### src/rtl/ddr_rd_burst_engine.sv
// Read-descriptor DMA: one AXI4 INCR burst in flight at a time, beats streamed to the MAC through a one-entry
// register (1-cycle R->MAC latency, full rate when mac_ready=1); mac_ready low stalls rready, done is a DONE_HOLD-cycle pulse.
module ddr_rd_burst_engine #(
  parameter int ADDR_W    = 32,
  parameter int DATA_W    = 512,
  parameter int MAX_BURST = 16,
  parameter int DONE_HOLD = 4
) (
  input  logic              ddr_user_clk,
  input  logic              ddr_user_rst,
  input  logic              ddr_to_mac_start,
  input  logic [63:0]       O_cfg_value_rd_ddr,
  output logic              ddr_to_mac_done,
  output logic              busy,
  output logic              rd_err,
  output logic [ADDR_W-1:0] m_axi_araddr,
  output logic [7:0]        m_axi_arlen,
  output logic [2:0]        m_axi_arsize,
  output logic [1:0]        m_axi_arburst,
  output logic              m_axi_arvalid,
  input  logic              m_axi_arready,
  input  logic [DATA_W-1:0] m_axi_rdata,
  input  logic [1:0]        m_axi_rresp,
  input  logic              m_axi_rlast,
  input  logic              m_axi_rvalid,
  output logic              m_axi_rready,
  output logic [DATA_W-1:0] mac_data,
  output logic              mac_valid,
  output logic              mac_last,
  input  logic              mac_ready
);

  localparam int HOLD_W = (DONE_HOLD > 1) ? $clog2(DONE_HOLD) : 1;

  typedef enum logic [1:0] {IDLE, ADDR, DATA, DONE} state_t;

  state_t            state;
  logic [ADDR_W-1:0] addr_reg;
  logic [26:0]       beats_rem;
  logic [8:0]        burst_cnt;
  logic [8:0]        nb_reg;
  logic [HOLD_W-1:0] done_cnt;

  // Burst length limited by remaining beats, MAX_BURST and the distance to the next 4 KB page.
  function automatic logic [8:0] burst_beats(input logic [ADDR_W-1:0] addr, input logic [26:0] rem);
    logic [8:0] n;
    logic [8:0] to_page;
    to_page = 9'd64 - {3'b000, addr[11:6]};
    n = 9'(MAX_BURST);
    if (to_page < n) n = to_page;
    if (rem < 27'(n)) n = rem[8:0];
    return n;
  endfunction

  logic [32:0]       len_round;
  logic [26:0]       cmd_beats;
  logic [ADDR_W-1:0] cmd_addr;
  logic [8:0]        nb_cmd;
  logic [8:0]        nb_next;
  logic              beat;
  logic              burst_end;
  logic              unused_desc_lsb;

  assign len_round       = {1'b0, O_cfg_value_rd_ddr[63:32]} + 33'd63;
  assign cmd_beats       = len_round[32:6];
  assign cmd_addr        = ADDR_W'({O_cfg_value_rd_ddr[31:6], 6'b000000});
  assign unused_desc_lsb = ^O_cfg_value_rd_ddr[5:0];
  assign nb_cmd          = burst_beats(cmd_addr, cmd_beats);
  assign nb_next         = burst_beats(addr_reg, beats_rem);

  assign m_axi_arsize  = 3'b110;
  assign m_axi_arburst = 2'b01;
  assign m_axi_rready  = (state == DATA) && (burst_cnt != 9'd0) && (!mac_valid || mac_ready);
  assign beat          = m_axi_rvalid && m_axi_rready;
  assign burst_end     = (burst_cnt == 9'd1);

  always_ff @(posedge ddr_user_clk or posedge ddr_user_rst) begin
    if (ddr_user_rst) begin
      state           <= IDLE;
      addr_reg        <= '0;
      beats_rem       <= '0;
      burst_cnt       <= '0;
      nb_reg          <= '0;
      done_cnt        <= '0;
      ddr_to_mac_done <= 1'b0;
      busy            <= 1'b0;
      rd_err          <= 1'b0;
      m_axi_araddr    <= '0;
      m_axi_arlen     <= '0;
      m_axi_arvalid   <= 1'b0;
      mac_data        <= '0;
      mac_valid       <= 1'b0;
      mac_last        <= 1'b0;
    end else begin
      if (beat) begin
        mac_data  <= m_axi_rdata;
        mac_valid <= 1'b1;
        mac_last  <= burst_end && (beats_rem == 27'd0);
      end else if (mac_ready) begin
        mac_valid <= 1'b0;
        mac_last  <= 1'b0;
      end

      case (state)
        IDLE: begin
          if (ddr_to_mac_start) begin
            addr_reg  <= cmd_addr;
            beats_rem <= cmd_beats;
            rd_err    <= 1'b0;
            busy      <= 1'b1;
            if (cmd_beats == 27'd0) begin
              state    <= DONE;
              done_cnt <= '0;
            end else begin
              state         <= ADDR;
              m_axi_arvalid <= 1'b1;
              m_axi_araddr  <= cmd_addr;
              m_axi_arlen   <= 8'(nb_cmd - 9'd1);
              nb_reg        <= nb_cmd;
            end
          end
        end

        ADDR: begin
          if (m_axi_arready) begin
            m_axi_arvalid <= 1'b0;
            addr_reg      <= addr_reg + ADDR_W'({nb_reg, 6'b000000});
            beats_rem     <= beats_rem - {18'd0, nb_reg};
            burst_cnt     <= nb_reg;
            state         <= DATA;
          end
        end

        DATA: begin
          if (beat) begin
            burst_cnt <= burst_cnt - 9'd1;
            if ((m_axi_rresp != 2'b00) || (m_axi_rlast != burst_end)) rd_err <= 1'b1;
            if (burst_end && (beats_rem != 27'd0)) begin
              state         <= ADDR;
              m_axi_arvalid <= 1'b1;
              m_axi_araddr  <= addr_reg;
              m_axi_arlen   <= 8'(nb_next - 9'd1);
              nb_reg        <= nb_next;
            end
          end else if ((burst_cnt == 9'd0) && (!mac_valid || mac_ready)) begin
            // Last beat already loaded; completion waits for the MAC to take it.
            state    <= DONE;
            done_cnt <= '0;
          end
        end

        DONE: begin
          if (!ddr_to_mac_done) begin
            ddr_to_mac_done <= 1'b1;
            done_cnt        <= HOLD_W'(DONE_HOLD - 1);
          end else if (done_cnt == '0) begin
            ddr_to_mac_done <= 1'b0;
            busy            <= 1'b0;
            state           <= IDLE;
          end else begin
            done_cnt <= done_cnt - 1'b1;
          end
        end

        default: state <= IDLE;
      endcase
    end
  end

endmodule

### config.mk
export PLATFORM = sky130hd
export DESIGN_NAME = ddr_rd_burst_engine
export DESIGN_NICKNAME = d
export VERILOG_FILES = /design/src/rtl/ddr_rd_burst_engine.sv
export SDC_FILE = /design/constraint.sdc
export NUM_CORES = 2
export LEC_CHECK = 0
export ABC_AREA = 1
export BUFFER_PORTS_ARGS = -buffer_cell sky130_fd_sc_hd__buf_2
export CAP_MARGIN = 30
export CORE_AREA = 2 2 444 446
export CTS_BUF_LIST = sky130_fd_sc_hd__clkbuf_8 sky130_fd_sc_hd__clkbuf_16
export DETAILED_ROUTE_END_ITERATION = 10
export DIE_AREA = 0 0 446 448
export PLACE_DENSITY_LB_ADDON = 0.15
export REMOVE_ABC_BUFFERS = 1
export SLEW_MARGIN = 25
export SYNTH_ARGS = -nofsm -noshare
export SYNTH_HDL_FRONTEND = slang
export SYNTH_SLANG_ARGS = --single-unit
### constraint.sdc
create_clock -name ddr_user_clk -period 38.9 [get_ports ddr_user_clk]
set_clock_uncertainty 0.2 [all_clocks]
set_input_delay 1.945 -clock ddr_user_clk [delete_from_list [all_inputs] [get_ports ddr_user_clk]]
set_output_delay 1.945 -clock ddr_user_clk [all_outputs]
set_load 0.02 [all_outputs]
* After elaboration in Yosys (flattened, before gate mapping)
Cells that the tools add are included.
Operators by class: add/subtract/negate cells 9, magnitude comparators 4, eq/ne operators 19, muxes and demuxes 63, reduce and logical (&&, ||, !) cells 32
Operator list (number):
- $mux 32 | 6
- $pmux 32 s2 | 2
- $mux 9 | 10
- $logic_not 27->1 | 2
- $lt 27x9->1 | 2
- $mux 27 | 2
- $pmux 27 s2 | 1
- $pmux 9 s2 | 2
- $add 32x6->33 const B | 1
- $add 32x15->32 | 1
- $mux 8 | 4
- $mux 2 | 14
- $reduce_bool 27->1 | 1
- $sub 27x9->27 | 1
- $lt 9x5->1 const B | 2
- $reduce_and 6->1 | 3
- $mux 1 | 16
- $ne 2x2->1 const B | 8
- $pmux 8 s2 | 1
- $sub 7x6->8 const A | 2
- $sub 8x1->8 const B | 2
- $reduce_bool 2->1 | 6
- $eq 9x1->1 const B | 1
- $logic_not 9->1 | 1
- 21 further kinds | 36
Storage, ports and cells: register bits 639, input port bits 585, word-level logic and storage cells 142

* Depth between registers and ports, before layout
depth after elaboration 9, gate-level depth with buffers 27, depth with buffers taken out 27

* Worst setup path after synthesis
No wires, ideal clock.
kind input to register, start point input O_cfg_value_rd_ddr[6], end point register m_axi_arlen[2], arrival 4.597 ns, path slack 33.987 ns, stages on the path 26, path buffers 0, cells stage by stage inv_1 > ha_1 > nand2_1 > nor2_1 > a21oi_1 > nor2_1 > inv_1 > nor2_1 > inv_1 > ha_1 > a21oi_1 > nor2_1 > a211oi_1 > nand3_1 > nor2_1 > nand2_1 > nor2_4 > nand2_4 > nand2_1 > nand3_1 > nand2_1 > ha_1 > inv_1 > xor2_1 > nand2_1 > nand2_1
Between the ends: word-level cells in the longest chain between the ends 9
Ends and longest elaborated chain:
- start: declaration | RTL line 12 | input logic [63:0] O_cfg_value_rd_ddr,
- $sub 7x6->8 * | RTL line 48 | to_page = 9'd64 - {3'b000, addr[11:6]};
- $lt 9x5->1 | RTL line 50 | if (to_page < n) n = to_page;
- $mux 9 * | RTL line 50
- $lt 27x9->1 | RTL line 51 | if (rem < 27'(n)) n = rem[8:0];
- $mux 9 * | RTL line 51
- $sub 8x1->8 * | RTL line 118 | m_axi_arlen <= 8'(nb_cmd - 9'd1);
- $mux 8 * | RTL line 111 | if (cmd_beats == 27'd0) begin
- $mux 8 * | RTL line 106 | if (ddr_to_mac_start) begin
- $pmux 8 s2 * | RTL line 104 | case (state)
- end signal: assignment | RTL line 118
- end signal: assignment | RTL line 142 | m_axi_arlen <= 8'(nb_next - 9'd1);
- end: declaration | RTL line 17 | output logic [7:0] m_axi_arlen,
Every way passes the cells marked *; elsewhere a longest branch is shown, timed or not. The select of a mux whose other input is x is not followed. A chain may end at the register's enable or synchronous reset.

* Final worst setup path
start point input O_cfg_value_rd_ddr[6], end point register m_axi_arlen[6]
Same word-level chain as after synthesis.

==> results.toml <==
[run_status]
status = "completed"

[global_routing]
grt_antenna_before_repair = 97
grt_pass1_wl_um = 200000
use_met1_pct = 15.4
grt_max_degree = 167
track_usage_pct = 13.8
grt_pass1_vias = 26800
grt_use_met3_pct = 5.39
top_usage_layer = "met2"
grt-ovfl-total = 0
grt.met2_usage_pct = 23.5

[detailed_routing]
viasPerCell = 3.71
initialDrtViolationCount = 1536
ant_nets = 0
firstDrtPassIters = 5
drc = 0
wirelength_um = 143000
vias = 26700
wl_per_cell_um = 19.9

[yosys]
async_flop_share_pct = 100
yosys-top-cells-area = "dfrtp_1 (56%), nand2_1 (25%), o21ai_0 (2.6%)"
synth-edff-count = 0
ys_warn_count = 0
synth_top_area_cell = "dfrtp_1"
synthDominantCellAreaShare_pct = 56.4
yosysMostFrequentCell = "nand2_1"
syn_area_um2 = 27800
synth-seq-cells = 627
syn_inst = 3448
ys_types = 53
syn_area_per_cell_um2 = 8.07
yosysSeqAreaShare_pct = 56.4
synth_ff_type = "dfrtp_1"
netlist_top_cells_count = "nand2_1 (1836), dfrtp_1 (627), inv_1 (161)"

[place]
gp_congestion = 0.826
numPlacedInstances = 6998
port_buffers = 1131
dp_hpwl_um = 110000

[critical_path]
cp_data_arrival_time_ns = 6.00
critPathLaunchType = "input pin"
crit_path_end_kind = "flip-flop"
worst-path-max-fanout = 8
regToRegSetupSlack_ns = 34.27
worstSetupPathType = "input pin to flip-flop"
cp.required_ns = 39.26

[die]
ioPinCount = 1149
core_area_um2 = 195000
die_w_um = 446
num_rows = 162
die_area_um2 = 200000
initial_core_util_pct = 14.3
die_h_um = 448

[cells_and_area]
fin_cells = 7194
largest-register = "mac_data"
drive_gt1_share_pct = 29.4
nFillCells = 22200
synthToLayoutAreaGrowth_pct = 41.5
reg.largest.list = "mac_data x512, beats_rem x27"
largest_reg_flops = 512
fin_nets = 5168
utilization_pct = 20.2

[clock_tree]
hold_buffers = 0
max-clock-path-buffers = 3
h-tree-depth = 3
cts_made_buffers = 86
clock_sinks = 627
clkTransAtPathRegs_ns = 0.06
cts_setup_buffers = 0
ctsRootBufferMaster = "clkbuf_16"
cts_resized = 0
clk_latency_ns = 0.72
tritoncts = "done"

[timing]
drv_slew = 0
tightest_slew_ns = 1.08
finalCriticalPeriod_ns = 5.64
setup_viol = 0
slew_headroom_pct = 28.3
fmax_mhz = 177
fin_tns_setup_ns = 0
hold_viol = 0
rsz0062_at_grt = "no"
final.period_utilization_pct = 14.5

[power]
power.density_nw_per_um2 = 90.6
ir_drop_uv = 44.7
finalPower_w = 0.00357
leakage_nw = 21.5

[flow_run]
drv_cap = 0

[hold_path]
hold_path.class = "flip-flop to flip-flop"
[final cells by class]
| class | count | area (um2) | share of cell area, % |
|---|---|---|---|
| repair buffers | 1163 | 6010 | 15.3 |
| clock inverters | 51 | 457 | 1.16 |
| diodes | 36 | 90.1 | 0.229 |
| well taps | 2542 | 3180 | 8.08 |
| inverters | 170 | 653 | 1.66 |
| multi-input cells | 2499 | 10900 | 27.6 |
| clock buffers | 106 | 2440 | 6.19 |
| flip-flops and latches | 627 | 15700 | 39.8 |
[per-layer routing]
layer	routed length, um	up-vias
li1	-	12900
met1	54400	12500
met2	71500	825
met3	11500	306
met4	5030	86
met5	572	-
[placed cells by master (no fill, tap or decap), drive strengths merged, types with 2 or more instances in the layout]
cell type / n
a21o: 3
a21oi: 54
a22oi: 2
a31oi: 6
and2: 2
buf: 1163
bufinv: 5
clkbuf: 106
clkinv: 20
conb: 13
dfrtp: 627
diode: 36
fa: 2
ha: 34
inv: 196
nand2: 1851
nand3: 79
nand3b: 6
nand4: 14
nor2: 146
nor3: 25
nor4: 6
o211ai: 17
o21a: 4
o21ai: 146
o21bai: 8
o221ai: 2
o22ai: 19
o31ai: 3
or2: 10
xnor2: 10
xor2: 29
[logic make-up (layout without fill, tap and decap cells)]
| family | count (synthesis) | count (layout) | synth area share (%) |
|---|---|---|---|
| compound gates | 269 | 269 | 5.39 |
| xor+xnor | 39 | 39 | 1.25 |
| fa+ha+maj | 36 | 36 | 1.67 |
| buf+inv | 333 | 1490 | 4.80 |
| flops | 627 | 627 | 56.4 |
| other cells | 2 | 49 | 0.0270 |
| simple gates | 2142 | 2142 | 30.5 |
[path summary, 6_finish.rpt]
path,start,to,cells past startpoint
max,O_cfg_value_rd_ddr[6],m_axi_arlen[6]$_DFFE_PP0P_,26
min,mac_data[363]$_DFFE_PP0P_,mac_data[363]$_DFFE_PP0P_,2
max reg2reg,burst_cnt[0]$_DFFE_PP0P_,mac_data[9]$_DFFE_PP0P_,13
min reg2reg,mac_data[363]$_DFFE_PP0P_,mac_data[363]$_DFFE_PP0P_,2
max in group asynchronous,ddr_user_rst,mac_data[339]$_DFFE_PP0P_,8
min in group asynchronous,ddr_user_rst,mac_data[382]$_DFFE_PP0P_,2
[per-stage QoR]
step	hold slack (ns)	cell area (um2)	setup slack [ns]
after floorplan	0.253	27200	14.89
after global placement	0.258	36300	31.67
after detailed placement	0.260	36300	31.97
after CTS	0.275	39200	32.81
after global routing	0.286	39400	32.78
final	0.270	39400	33.26
[report_power, final]
group | internal, W | switching, W | total [W]
Sequential | 0.000959 | 0.000187 | 0.00115
Combinational | 0.000476 | 0.00113 | 0.00160
Clock | 0.000479 | 0.000340 | 0.000818
[critical path, stage by stage]
cell and delay (ns):
buf_2 0.13, inv_1 0.12, ha_1 0.18, nand2_1 0.08, nor2_1 0.13, a21oi_1 0.08
nor2_1 0.37, inv_1 0.13, nor2_1 0.25, inv_1 0.08, ha_1 0.18, a21oi_1 0.15
nor2_1 0.05, a211oi_1 0.32, nand3_1 0.12, nor2_1 0.18, nand2_1 0.11, nor2_4 0.19
nand2_4 0.11, nand2_1 0.07, nand3_1 0.06, nand2_1 0.19, ha_1 0.24, nand3_1 0.12
o21ai_1 0.26, nand3_1 0.13
Power figures use the tool's default switching activity.
